==> config.mk <==
export PLATFORM = sky130hd
export DESIGN_NAME = mem_arbiter
export DESIGN_NICKNAME = d
export VERILOG_FILES = /design/src/rtl/mem_pkg.sv /design/src/rtl/mem_arb_pick.sv /design/src/rtl/mem_arbiter.sv
export SDC_FILE = /design/constraint.sdc
export NUM_CORES = 1
export LEC_CHECK = 0
export BUFFER_PORTS_ARGS = -buffer_cell sky130_fd_sc_hd__buf_2
export CAP_MARGIN = 20
export CORE_ASPECT_RATIO = 1.25
export CORE_UTILIZATION = 35
export DETAILED_ROUTE_END_ITERATION = 10
export HOLD_SLACK_MARGIN = 0.03
export PLACE_DENSITY = 0.71
export SYNTH_ARGS = -nofsm -noshare
export SYNTH_HDL_FRONTEND = slang
export SYNTH_HIERARCHICAL = 1
export SYNTH_SLANG_ARGS = --single-unit
==> constraint.sdc <==
create_clock -name clk -period 4.3 [get_ports clk]
set_clock_uncertainty 0.2 [all_clocks]
set_input_delay 0.645 -clock clk [delete_from_list [all_inputs] [get_ports clk]]
set_output_delay 0.645 -clock clk [all_outputs]
set_load 0.01 [all_outputs]
==> src/rtl/mem_pkg.sv <==
// Shared types and defaults for the main-memory arbiter.
package mem_pkg;
    localparam int MEM_ADR_W      = 27;
    localparam int MEM_LINE_WORDS = 4;

    typedef enum logic [1:0] {OWN_NONE, OWN_I, OWN_D, OWN_W} owner_t;
    typedef enum logic [1:0] {IDLE, ACCESS, GAP} state_t;
endpackage

==> src/rtl/mem_arb_pick.sv <==
// Combinational winner selection for the memory arbiter.
// MEM_ARB_RR_EN selects round-robin refills with a bounded write bypass; otherwise W > D > I.
module mem_arb_pick
    import mem_pkg::*;
(
    input  logic   ireq,
    input  logic   dreq,
    input  logic   wreq,
    input  logic   last_d,
    input  logic   line_match,
    input  logic   w_bypassed,
    output owner_t win
);

    always_comb begin
        win = OWN_NONE;
`ifdef MEM_ARB_RR_EN
        // A write goes first if it could alias a refill line, already lost once, or is alone.
        if (wreq && (line_match || w_bypassed || !(ireq || dreq))) win = OWN_W;
        else if (ireq && dreq)                                      win = last_d ? OWN_I : OWN_D;
        else if (dreq)                                              win = OWN_D;
        else if (ireq)                                              win = OWN_I;
`else
        if (wreq)      win = OWN_W;
        else if (dreq) win = OWN_D;
        else if (ireq) win = OWN_I;
`endif
    end

`ifndef MEM_ARB_RR_EN
    logic unused_rr;
    assign unused_rr = ^{last_d, line_match, w_bypassed};
`endif

endmodule

==> src/rtl/mem_arbiter.sv <==
// Shares the main-memory port between icache refill, dcache refill and the write buffer.
// Optional MEM_ARB_RR_EN: round-robin between refills (see mem_arb_pick).
module mem_arbiter
    import mem_pkg::*;
#(
    parameter int ADR_W      = MEM_ADR_W,
    parameter int LINE_WORDS = MEM_LINE_WORDS,
    parameter int BEAT_W     = $clog2(LINE_WORDS)
) (
    input  logic              clk,
    input  logic              reset,
    input  logic              ireq,
    input  logic [ADR_W-1:0]  iadr,
    output logic              ivalid,
    output logic              idone,
    input  logic              dreq,
    input  logic [ADR_W-1:0]  dadr,
    output logic              dvalid,
    output logic              ddone,
    output logic [31:0]       rdata,
    output logic [BEAT_W-1:0] beat,
    input  logic              wreq,
    input  logic [ADR_W-1:0]  wadr,
    input  logic [31:0]       wdata,
    input  logic [3:0]        wbyteen,
    output logic              wdone,
    output logic [ADR_W-1:0]  memadr,
    output logic [31:0]       memwdata,
    input  logic [31:0]       memrdata,
    output logic [3:0]        membyteen,
    output logic              memrwb,
    output logic              memen,
    input  logic              memdone
);

    localparam logic [BEAT_W-1:0] LAST_BEAT = BEAT_W'(LINE_WORDS - 1);

    state_t            state;
    owner_t            owner;
    owner_t            win;
    logic [ADR_W-1:0]  adr_q;
    logic [31:0]       wdata_q;
    logic [3:0]        byteen_q;
    logic [BEAT_W-1:0] cnt;
    logic              last_d;
    logic              w_byp;
    logic              line_match;
    logic              grant;

    assign grant = (state == IDLE) && (win != OWN_NONE);

`ifdef MEM_ARB_RR_EN
    assign line_match = wreq &&
        ((ireq && wadr[ADR_W-1:BEAT_W] == iadr[ADR_W-1:BEAT_W]) ||
         (dreq && wadr[ADR_W-1:BEAT_W] == dadr[ADR_W-1:BEAT_W]));

    always_ff @(posedge clk) begin
        if (!reset) begin
            last_d <= 1'b0;
            w_byp  <= 1'b0;
        end else if (grant) begin
            if (win == OWN_W) begin
                w_byp <= 1'b0;
            end else begin
                last_d <= (win == OWN_D);
                w_byp  <= wreq;
            end
        end
    end
`else
    assign line_match = 1'b0;
    assign last_d     = 1'b0;
    assign w_byp      = 1'b0;
`endif

    mem_arb_pick u_pick (
        .ireq       (ireq),
        .dreq       (dreq),
        .wreq       (wreq),
        .last_d     (last_d),
        .line_match (line_match),
        .w_bypassed (w_byp),
        .win        (win)
    );

    always_ff @(posedge clk) begin
        if (!reset) begin
            state    <= IDLE;
            owner    <= OWN_NONE;
            adr_q    <= '0;
            wdata_q  <= '0;
            byteen_q <= '0;
            cnt      <= '0;
            rdata    <= '0;
            beat     <= '0;
            ivalid   <= 1'b0;
            idone    <= 1'b0;
            dvalid   <= 1'b0;
            ddone    <= 1'b0;
            wdone    <= 1'b0;
        end else begin
            ivalid <= 1'b0;
            idone  <= 1'b0;
            dvalid <= 1'b0;
            ddone  <= 1'b0;
            wdone  <= 1'b0;
            case (state)
                IDLE: if (grant) begin
                    owner <= win;
                    state <= ACCESS;
                    cnt   <= '0;
                    case (win)
                        OWN_W: begin
                            adr_q    <= wadr;
                            wdata_q  <= wdata;
                            byteen_q <= wbyteen;
                        end
                        OWN_D:   adr_q <= dadr;
                        default: adr_q <= iadr;
                    endcase
                end
                ACCESS: if (memdone) begin
                    if (owner != OWN_W) begin
                        rdata  <= memrdata;
                        beat   <= cnt;
                        ivalid <= (owner == OWN_I);
                        dvalid <= (owner == OWN_D);
                    end
                    if (owner == OWN_W || cnt == LAST_BEAT) begin
                        idone <= (owner == OWN_I);
                        ddone <= (owner == OWN_D);
                        wdone <= (owner == OWN_W);
                        owner <= OWN_NONE;
                        state <= IDLE;
                    end else begin
                        cnt   <= cnt + 1'b1;
                        state <= GAP;
                    end
                end
                GAP:     state <= ACCESS;
                default: state <= IDLE;
            endcase
        end
    end

    // Refills walk the line from its base; the counter wraps inside the line.
    assign memadr    = (owner == OWN_W) ? adr_q : {adr_q[ADR_W-1:BEAT_W], cnt};
    assign memwdata  = wdata_q;
    assign membyteen = (owner == OWN_W) ? byteen_q : ((owner == OWN_NONE) ? 4'h0 : 4'hF);
    assign memrwb    = (owner != OWN_W);
    assign memen     = (state == ACCESS);

endmodule

Word level (Yosys, flattened, before mapping)
Cells that the tools add are included.

Register bits: 108. Input bits: 155. Word-level logic and storage cells: 60.

Add/sub/neg operators: 1. Eq/ne operators: 13. Muxes and demuxes: 19. Reductions and logical operators: 14.

Operators with widths (number): 27-bit one-hot mux with 2 select lines (1); 2-bit 2-to-1 mux (12); 4-bit AND reduction (4); 2-bit equality test, second input constant (6); 4-bit 2-to-1 mux (2); 2-bit one-hot mux with 2 select lines (2); 2-bit inequality test, second input constant (3); 2-bit one-hot mux with 3 select lines (1); 3-bit AND reduction (2); 2-bit by 1-bit equality test with 1-bit output, second input constant (2); 2-bit zero test (2); 2-bit by 1-bit inequality test with 1-bit output, second input constant (2); 2-bit AND reduction (2); 2-bit nonzero test (2); 2-bit by 1-bit adder with 2-bit output, second input constant (1); 1-bit logical AND (1); 1-bit logical OR (1); 1-bit 2-to-1 mux (1).

Longest topological paths before layout
Gate-level depths: netlist (run 1).

Depth in word-level cells: 7. Depth in mapped cells: 8. Mapped depth without buffers: 5.

Cells and area by module
The synthesis (run 1) kept the hierarchy.

By module, submodules not included: mem_arbiter (times used 1, cells an instance 560, area an instance 4688.2 um^2); mem_arb_pick (times used 1, cells an instance 3, area an instance 17.5 um^2).

Worst setup path before layout (run 1)
OpenSTA, ideal clock, no wires.

Path kind: flip-flop to output port. Start point: register owner[0]. End point: output membyteen[0]. Data arrival time: 1.186 ns. Data required time: 3.455 ns. Setup slack: 2.269 ns. Stages on the path, launching flop included: 8. Cell sequence: dfxtp_1 > buf_2 > and2_1 > buf_4 > inv_2 > buf_2 > nor2_1 > nor2_1.

Longest elaborated chain between the ends: 3. Elaborated cells between the ends (all ways): 4.

RTL lines: start: declaration (RTL line mem_arbiter.sv:39) `owner_t owner;`; start signal: assignment (RTL line mem_arbiter.sv:109) `owner <= win;`; 2-bit zero test (RTL line mem_arbiter.sv:149) `assign membyteen = (owner == OWN_W) ? byteen_q : ((owner == OWN_NONE) ? 4'h0 : 4'hF);`; 4-bit 2-to-1 mux (RTL line mem_arbiter.sv:149); 4-bit 2-to-1 mux * (RTL line mem_arbiter.sv:149); end: declaration (RTL line mem_arbiter.sv:30) `output logic [3:0] membyteen,`.

Every way passes the cells marked *; elsewhere a longest branch is shown, timed or not.

Worst setup path after layout (run 1)
Start point: register owner[0]. End point: output memadr[0].

Longest elaborated chain between the ends: 2.

RTL lines: 2-bit equality test (RTL line mem_arbiter.sv:147) `assign memadr = (owner == OWN_W) ? adr_q : {adr_q[ADR_W-1:BEAT_W], cnt};`; 2-bit 2-to-1 mux (RTL line mem_arbiter.sv:147); end: declaration (RTL line mem_arbiter.sv:27) `output logic [ADR_W-1:0] memadr,`.

No other way between the ends.

==> metrics list, run 1 <==
- Detail Route Antenna Nets: 0
- Kind of start point of the critical path: register
- In the detailed route, the total length drawn on met2 is 6311 um.
- On the critical path, the stage with the largest delay is an instance of inv_2.
* Syn Area/Cell: 8.367 um^2
- Crit Reg-Reg Endpoint: idone
- Across all layers, the routed design uses around 4600 vias.
- Final critical-path setup slack: around 1.6 ns
- From left edge to right edge, the die measures ~110 um.
- The initial antenna violation count was 0.
* Family with the most delay on the worst path: buffers and inverters
- I/O pin count: 259
- Compared with the post-synthesis result, the final layout area differs by 30.84%.
- Final slew viol count: 0
- Htree depth: 3
- The worst setup path is captured at an output port.
- Filler Cells Inserted: 1353
* Worst slack on hold paths: about 0.25 ns
- The die covers approximately 14000 um^2.
- Standard-cell row count: 47
- In this run, the number of DRC markers left after iteration 0 of detailed routing was about 220.
- 0 antenna diodes ended up in the layout.
- The run finished with clean final reports.
* Gates resized, CTS repair: 0
* Setup repair after global routing missed its margin: false
- In this run the static leakage power is ~3 nW.
- The cell count after synthesis came out at between 500 and 600.
* Via/cell ratio: 4.901
- Hold-fix buffer count after cts: 0
- The final critical path takes up 62.34% of the cycle.
* Final Setup Violations: 0
* Library cell used as clock root buffer: clkbuf_16
* GRT overflow: 0
* Layout Utilization: around 47%
- Total chip power: 2.422 mW
- In this run the worst setup path terminates at memadr[0].
- By instance count, the cell type seen most on the critical path is nand2_1.
- Transition time of the tightest slew-check pin: 1.066 ns
- Final instance area: about 6200 um^2
- Excluding fillers, the count of instances in the completed layout stands at about 940.
- The critical path is of the reg2out type.
- DP Wirelength: between 9000 and 10000 um
- Worst setup path start: owner[0]
- Required time of the critical path: 3.45 ns
- Number of clock buffers inserted by TritonCTS: 9
- In the final layout, flip-flops and latches occupy 2162 um^2.
- Timing-limited maximum frequency: roughly 0.37 GHz
- Worst-path fanout max: 42
- Entering global routing, the biggest net connects 60 pins.
- In this run the tightest slew margin relative to its limit is 28.90%.
* Post-layout nets: ~920
- Number of cells after detailed placement: slightly above 900
* Post-synthesis net count: between 700 and 800
* Clock Sinks: 108
* Clk_lat worst skew: approximately 0.34 ns
- The congestion estimate from routability-driven global placement came to 0.7622.
- Average detailed-routed wire length per instance: roughly 14 um
- The floorplan step set the die height to approximately 130 um.
- Adding up every negative setup slack in the final design gives 0 ns.
* Total routing usage reported by global routing: roughly a fifth
* Area used by multi-input combinational logic: approximately 2100 um^2
- For this block, wires on met1 add up to around 5400 um.
- Clk slew on worst S/H paths: roughly 0.08 ns
- Post-Synthesis Cell Area: roughly 4700 um^2
* Buf/Inv on CP: 2
* Post-CTS setup buffer count: 0
* First-pass GRT wire length: just over 20000 um
- Final min period: about 2.7 ns
* Starting density of the core: about 36%
- Vias in the first global route: between 4000 and 5000
- Across the run, the number of max-cap violations was 0.
* Fraction of final layout cells with drive strength greater than 1: a little under two fifths
* Number of warning messages in the yosys log: 6
- Stages on worst setup path: 5
- Summed over all layers, the routed wires come to between 10000 and 15000 um.
* Top routing layer in use: met4
- The placed instances occupy a cell area of slightly below 6000 um^2.
- At the worst endpoint, the arrival time is 1.84 ns.
- In this run the power density over the cells is approximately 390 nW/um^2.
* Largest stage delay on the critical path: between 0.5 and 0.6 ns
* Wire length on met3: 982 um
- Pre-CTS worst setup slack: approximately 1.6 ns
- Number of optimization iterations in the first detailed-route pass: 6
- Quantity of I/O buffers inserted on ports: about 260
- Counting cells, the worst reg-to-reg path comes to 4.
* CTS tree: yes
- No sink is reached through more buffers than the 2 on the longest clock path.
* Final-report hold violation count: 0
* Hold/Removal Path Class: reg2reg
* DRC violations left: 0
* Source of the worst register-to-register timing path: state[0]
- Across all register-to-register paths, the minimum setup slack is 2.01 ns.
- Cells along the critical path: and2_1, inv_2, nand2_1, nand2_1, buf_2
- Max rail drop VDD: around 210 uV
- The total area inside the core boundary comes to between 10000 and 15000 um^2.
worst min-delay path by stage:
stage,startpoint,to,slack (ns),cells after the start
4_1_cts,memwdata[1],memwdata[1],0.25,2
6_report,memwdata[15],memwdata[15],0.25,2
3_5_place_dp,memwdata[27],memwdata[27],0.24,2
3_3_place_gp,memwdata[1],memwdata[1],0.24,2
2_1_floorplan,byteen_q[0],byteen_q[0],0.24,2
5_1_grt,memwdata[27],memwdata[27],0.27,2
power breakdown:
part	internal [mW]	total, mW	switching, mW	leakage (nW)
registers	1.07	1.11	0.0389	0.884
clock network	0.520	0.912	0.392	0.162
logic	0.182	0.404	0.222	1.95
sequential cells by signal (all words and copies together) (netlist names):
signal	flops
memwdata	32
dvalid	1
byteen_q	4
state	2
ddone	1
owner	2
wdone	1
adr_q	27
ivalid	1
beat	2
idone	1
rdata	32
cnt	2
cells in the final DEF, fill, tap and decap left out, types with 2 or more instances in the layout:
| master | n |
|---|---|
| o31ai_1 | 3 |
| mux2i_1 | 27 |
| clkbuf_16 | 9 |
| a22o_1 | 27 |
| o21ai_0 | 35 |
| a21o_1 | 2 |
| bufinv_16 | 2 |
| nor4bb_1 | 2 |
| buf_4 | 9 |
| a21oi_1 | 99 |
| inv_1 | 2 |
| nor2_1 | 38 |
| buf_2 | 258 |
| inv_2 | 2 |
| nor2b_1 | 4 |
| nand2_1 | 79 |
| nor3_1 | 4 |
| o21bai_1 | 2 |
| dfxtp_1 | 108 |
| nand3_1 | 36 |
| clkinv_4 | 3 |
per-layer routing:
| metal | vias to the layer above | GRT usage [%] |
|---|---|---|
| met5 | - | 0 |
| met4 | 0 | 9.028 |
| met3 | 25 | 4.514 |
| met2 | 214 | 32.06 |
| met1 | 2043 | 21.34 |
| li1 | 2330 | - |
final cells by class:
cell class,instances,area share (%)
repair buffers,267,22.09
clock buffers,9,3.661
inverters,4,0.2441
flip-flops and latches,108,35.14
clock inverters,7,1.729
multi-input cells,375,33.66
well taps,171,3.478
worst reg2reg max path: cells and delay by family (launching register included):
family / cells / cell delay, ns
DFF: 1 / 0.65
buffers and inverters: 1 / 0.36
and+or+nand+nor: 3 / 1.00
Power figures use the tool's default switching activity.
==> run 2: changes to the inputs <==
--- a/config.mk
+++ b/config.mk
@@ -5,13 +5,14 @@
 export SDC_FILE = /design/constraint.sdc
 export NUM_CORES = 1
 export LEC_CHECK = 0
+export ABC_AREA = 1
 export BUFFER_PORTS_ARGS = -buffer_cell sky130_fd_sc_hd__buf_2
 export CAP_MARGIN = 20
 export CORE_ASPECT_RATIO = 1.25
 export CORE_UTILIZATION = 35
 export DETAILED_ROUTE_END_ITERATION = 10
 export HOLD_SLACK_MARGIN = 0.03
-export PLACE_DENSITY = 0.71
+export PLACE_DENSITY = 0.72
 export SYNTH_ARGS = -nofsm -noshare
 export SYNTH_HDL_FRONTEND = slang
 export SYNTH_HIERARCHICAL = 1
==> constraint.sdc (replaced) <==
create_clock -name clk -period 2.6 [get_ports clk]
set_clock_uncertainty 0.2 [all_clocks]
set_input_delay 0.39 -clock clk [delete_from_list [all_inputs] [get_ports clk]]
set_output_delay 0.39 -clock clk [all_outputs]
set_load 0.01 [all_outputs]
==> metrics list, run 2 <==
- Pin count of the biggest net entering global routing: 74 (+23%)
- Antenna violations before repair: 0 (unchanged)
- Setup repair after global routing missed its margin: false
* I/O pin count: 259 (unchanged)
* Aggregate negative setup slack: 0 ns (unchanged)
* Clock Sinks: 108 (unchanged)
* Number of cells after detailed placement: 1011 (+9.3%)
- Average detailed-routed wire length per instance: 12.64 um (-9.0%)
* Total wire length: 13000 um (-0.63%)
- Post-synthesis net count: 796 (+11%)
* Most common cell after layout, fill and taps aside: buf_2
- GRT overflow: 0 (unchanged)
- Vertical extent of the die: 130.3 um (-1.0%)
- Worst slack on hold paths: 0.06334 ns (-0.1883 ns)
* Critical hold path startpoint: memrdata[3]
- Final Setup Violations: 0 (unchanged)
- Fraction of final layout cells with drive strength greater than 1: 34.53% (-2.7 points)
- The number of buffers inserted for hold repair after clock tree synthesis was 0 (unchanged).
* Slew Limit Headroom: 58.04% (+29 points)
- Iter 0 DRT Violations: 230 (+7.0%)
* Standard-cell row count: 46 (-2.1%)
- Crit end category: output port
* Run status: finished clean
- Transition time of the tightest slew-check pin: 0.6294 ns (-0.4371 ns)
- Htree depth: 3 (unchanged)
- Kind of start point of the critical path: register
- Worst-path fanout max: 5 (-88%)
* Detail Route Antenna Nets: 0 (unchanged)
* Commonest cells after routing, fill and taps aside: buf_2, nand2_1, nor2_1
- First-pass GRT wire length: 20440 um (-0.47%)
* Post-layout nets: 1011 (+9.8%)
- Hold/Removal Path Class: in2reg
- The global routing usage summed across all routing layers is 18.62% (about the same).
- Maximum Capacitance Violations: 0 (unchanged)
- Clk slew on worst S/H paths: 0.07 ns (about the same)
* Source of the worst register-to-register timing path: owner[1]
- The horizontal die dimension was 104.6 um (-1.0%).
* Leakage power figure: 3.142 nW (+4.8%)
* Final GP Congestion: 0.7606 (-0.21%)
- The number of buffers added on ports was 258 (unchanged).
- The number of optimization iterations in the first detailed-route pass is 4 (-2).
- The number of gates given a new drive strength after cts was 0 (unchanged).
* Mapped Cells: 640 (+14%)
- Via/cell ratio: 4.623 (-5.7%)
- CTS tree: yes
* Vias: 4752 (+3.0%)
* Final min period: roughly 2 ns
- Library cell used as clock root buffer: clkbuf_16
* Pwr/cell area: 668.6 nW/um^2 (+70%)
- Fin crit share: between 70% and 80%
- The critical path is of the reg2out type.
- DRC violations left: 0 (unchanged)
- Timing-limited maximum frequency: approximately 0.51 GHz
* Worst setup path start: owner[1]
* Post-Synthesis Cell Area: 4606 um^2 (-2.0%)
- The number of slew-limit violations in the final report came to 0 (unchanged).
* Clk_lat worst skew: 0.34 ns (about the same)
- Post-route insts no fill: 1028 (+9.2%)
- Data arrival time of the worst path: 1.36 ns (-0.48 ns)
- The endpoint required time on the critical path came to 2.01 ns (-1.44 ns).
- The area of the die is 13620 um^2 (-2.0%).
- The filler cell count is 1357 (+0.30%).
- The count of final hold-check violations is 0 (unchanged).
- The peak supply drop was 278.6 uV (+32%).
- The total power was 4.081 mW (+68%).
* Final antenna diode count: 0 (unchanged)
- The total clock buffers created by CTS was 9 (unchanged).
* Starting density of the core: 36.05% (+0.35 points)
- The number of global-route vias before repair came to 4365 (+4.2%).
* DP Wirelength: 9318 um (+1.6%)
- The core region area was 12780 um^2 (-3.0%).
- The maximum buffer depth of the clock tree was 2 (unchanged).
- The number of warning messages in the yosys log is 6 (unchanged).
- Syn Area/Cell: 7.196 um^2 (-14%)
- The post-CTS setup buffer count is 0 (unchanged).
- Compared with the post-synthesis result, the final layout area differs by 32.55%.
[run 2: changes by cell type in the layout (fill, tap and decap cells not counted), sizes merged, moves of 24 or more]
cell / previous run / this run
a21oi: 99 / 35
a22o: 27 / 0
mux2i: 27 / 0
nand2: 79 / 135
nand3: 36 / 60
nor2: 38 / 134
o21ai: 35 / 77
[run 2: where the power goes]
part           internal, mW  switching (mW)
Sequential             1.80          0.0743
Combinational         0.329           0.480
Clock                 0.778           0.618
[run 2: worst paths after layout]
kind / slack [ns] / cells past startpoint / end
max: 0.65 / 5 / membyteen[0]
min: 0.06 / 3 / rdata[3]
max reg2reg: 0.83 / 6 / rdata[22]
min reg2reg: 0.25 / 2 / byteen_q[2]
[run 2: final cells by class]
cell class                      count  area [um^2]  area share [%]
Inverter                           21        83.83           1.373
Clock inverter                      5        60.06          0.9838
Clock buffer                       11        242.7           3.976
Multi-Input combinational cell    448         1967           32.22
Tap cell                          168        210.2           3.443
Sequential cell                   108         2162           35.42
Timing Repair Buffer              267         1379           22.59
[run 2: worst max-delay path: stages, from the launching register on]
cell     delay (ns)
dfxtp_1        0.44
inv_1          0.10
nand2_1        0.09
nand2_1        0.09
o21ai_0        0.11
buf_2          0.18
[run 2: per-layer routing]
metal,track usage [%],vias up,share of wire [%]
met5,0,-,0
met4,10.11,0,2.6
met3,3.497,24,5.1
met2,30.62,149,48
met1,23.25,2117,44
li1,-,2462,-
[run 2: metrics by stage]
stage	util (%)	worst slack, ns	area, um^2
6_report	47.78	0.6521	6105
5_1_grt	47.78	0.4670	6105
4_1_cts	47.56	0.6261	6077
3_5_place_dp	45.19	0.6552	5774
3_3_place_gp	45.19	0.7208	5774
2_1_floorplan	-	1.067	4606
==> run 3: changes to the inputs <==
==> constraint.sdc (replaced) <==
create_clock -name clk -period 1.8 [get_ports clk]
set_clock_uncertainty 0.2 [all_clocks]
set_input_delay 0.27 -clock clk [delete_from_list [all_inputs] [get_ports clk]]
set_output_delay 0.27 -clock clk [all_outputs]
set_load 0.01 [all_outputs]
==> metrics list, run 3 (same netlist as run 2, synthesis figures left out) <==
- Fraction of final layout cells with drive strength greater than 1: 33.44% (-1.1 points)
* DP Wirelength: 9813 um (+5.3%)
- Required time of the critical path: 1.33 ns (-0.68 ns)
- For this design, the slowest cell found on the critical path is dfxtp_4.
- Vertical extent of the die: 130.3 um (unchanged)
- Largest stage delay on the critical path: 0.37 ns (-0.07 ns)
- Quantity of I/O buffers inserted on ports: 258 (unchanged)
* Post-route insts no fill: 1108 (+7.8%)
* Data arrival time of the worst path: 1.26 ns (-0.10 ns)
- The top cell types in the final layout, fill and taps aside, are buf_2, nand2_1, nor2_1.
- The final wirelength was 14560 um (+12%).
- The signal on the critical path passes through nand2_4, inv_4, o21ai_0, buf_2.
* Clk_lat worst skew: 0.34 ns (about the same)
* Share of power burned in the clock network: 34.6% (+0.4 points)
- Average detailed-routed wire length per instance: 13.14 um (+4.0%)
- The initial antenna violation count was 0 (unchanged).
- Detail Route Antenna Nets: 0 (unchanged)
- Slew Limit Headroom: 68.91% (+11 points)
- Of the available clock period, the critical path in the final layout requires a little over nine tenths.
- The run finished with clean final reports.
- CTS tree: yes
- The number of top-level design ports came to 259 (unchanged).
- The final weighted congestion of routability-driven global placement is 0.7973 (+4.8%).
- The final cell utilization of the core is 53.89% (+6.1 points).
- The number of cells in the design after placement came to 1023 (+1.2%).
- The critical path in this run is classified as reg2out.
- Maximum Capacitance Violations: 0 (unchanged)
* Crit end category: output port
- Clk slew on worst S/H paths: 0.07 ns (about the same)
- Number of clock buffers inserted by TritonCTS: 9 (unchanged)
- The horizontal die dimension is 104.6 um (unchanged).
- The vias per cell is 4.681 (+1.3%).
- Total routing usage reported by global routing: 20.88% (+2.3 points)
- Sequential fraction of design power: 43.9% (-2.1 points)
- Net switching power of the design: 1.756 mW (+50%)
- The initial core utilization is 36.05% (unchanged).
* Iter 0 DRT Violations: 227 (-1.3%)
- The filler cell count came to 1280 (-5.7%).
- The number of global-route vias before repair was 4931 (+13%).
- The area of the die is 13620 um^2 (unchanged).
- The transition time at the pin with the least slew margin is 0.4657 ns (-0.1636 ns).
- The worst hold path belongs to the class in2reg.
- Final slew viol count: 0 (unchanged)
- The library cell used most frequently in the layout, excluding fill and tap cells, is buf_2.
- The worst setup path is launched from a register.
- Synthesis-to-layout area growth: 49.50%
* Htree depth: 3 (unchanged)
- Leakage power figure: 3.484 nW (+11%)
- Internal Dissipation: 4.429 mW (+52%)
- The floorplan row count came to 46 (unchanged).
- The post-CTS setup buffer count was 0 (unchanged).
- Aggregate negative setup slack: 0 ns (unchanged)
* GRT overflow: 0 (unchanged)
- Placeable core area: 12780 um^2 (unchanged)
- Final Setup Violations: 0 (unchanged)
- Vias: 5187 (+9.2%)
- The total clock sinks was 108 (unchanged).
- Library cell used as clock root buffer: clkbuf_16
* Final min period: 1.731 ns
* Pwr/cell area: 898.2 nW/um^2 (+34%)
* DRC violations left: 0 (unchanged)
- Post-layout nets: 1090 (+7.8%)
- Switch share: 28.39% (-0.33 points)
- Pin count of the biggest net entering global routing: 36 (-51%)
- Final-report hold violation count: 0 (unchanged)
- The number of optimization iterations in the first detailed-route pass is 4 (unchanged).
* Max rail drop VDD: 472.9 uV (+70%)
- For this run, the top clock speed supported by timing is a little under 0.6 GHz.
* Longest Clk Path Bufs: 2 (unchanged)
* First-pass GRT wire length: 22940 um (+12%)
- Worst-path fanout max: 10 (+5)
- Total chip power: 6.185 mW (+52%)
* Share of total power in combinational logic: 21.5% (+1.7 points)
- Setup repair after global routing missed its margin: false
==> run 3: changes by cell type in the layout (fill, tap and decap cells not counted), sizes merged <==
cell | previous run | this run
inv | 22 | 23
buf | 267 | 278
clkbuf | 11 | 9
bufinv | 1 | 2
diode | 0 | 1
dlygate4sd3 | 0 | 68
==> run 3: worst max-delay path: cells and delay by family (launching register included) <==
kind | cells | cell delay (ns)
flops | 1 | 0.37
simple gates | 1 | 0.14
compound gates | 1 | 0.17
buf+inv | 2 | 0.25
==> run 3: final timing paths <==
kind	from	endpoint	slack [ns]	cells past startpoint
min reg2reg	byteen_q[2]	byteen_q[2]	0.25	2
min	memdone	state[0]	0.06	3
max reg2reg	state[1]	rdata[31]	0.16	6
max	owner[1]	memadr[1]	0.07	4
==> run 3: per-layer routing <==
layer  track usage [%]  wire length (um)  share of wire [%]
met1             24.64              6037                 41
met2             36.66              7334                 50
met3             3.646               715                4.9
met4             10.69               476                3.3
met5                 0                 0                  0
==> run 3: what timing repair did <==
| item | in CTS | in global routing |
|---|---|---|
| hold buffers | 68 | 0 |
| endpoints found under the setup margin | 7 | 7 |
| hold endpoints to repair | 68 | 0 |
| pin swaps | 0 | 0 |
| resized for setup | 3 | 5 |
==> run 3: layout make-up <==
| type | instances | area, um^2 | area share (%) |
|---|---|---|---|
| inverter | 21 | 83.83 | 1.218 |
| clock buffer | 9 | 225.2 | 3.271 |
| sequential | 108 | 2171 | 31.53 |
| tap | 168 | 210.2 | 3.053 |
| timing repair buffer | 346 | 2122 | 30.82 |
| antenna | 1 | 2.502 | 0.03634 |
| multi-input combinational | 448 | 1972 | 28.64 |
| clock inverter | 7 | 98.84 | 1.436 |
==> run 3: metrics by stage <==
stage	worst slack [ns]	hold WS, ns	instance area [um^2]
after floorplan	0.3872	0.2049	4606
after global placement	0.1221	0.2337	5864
after detailed placement	0.05828	0.2465	5864
after CTS	0.03912	0.05975	6874
after global routing	0.006988	0.06964	6883
final	0.06876	0.06143	6885
==> run 3: power by group through the flow <==
stage	Clock (mW)	Sequential [mW]	Combinational, mW
after global routing	2.29	2.74	1.49
after floorplan	0	2.82	0.695
after global placement	0	2.76	1.19
final	2.14	2.72	1.33
after detailed placement	0	2.77	1.21
after CTS	2.21	2.71	1.32
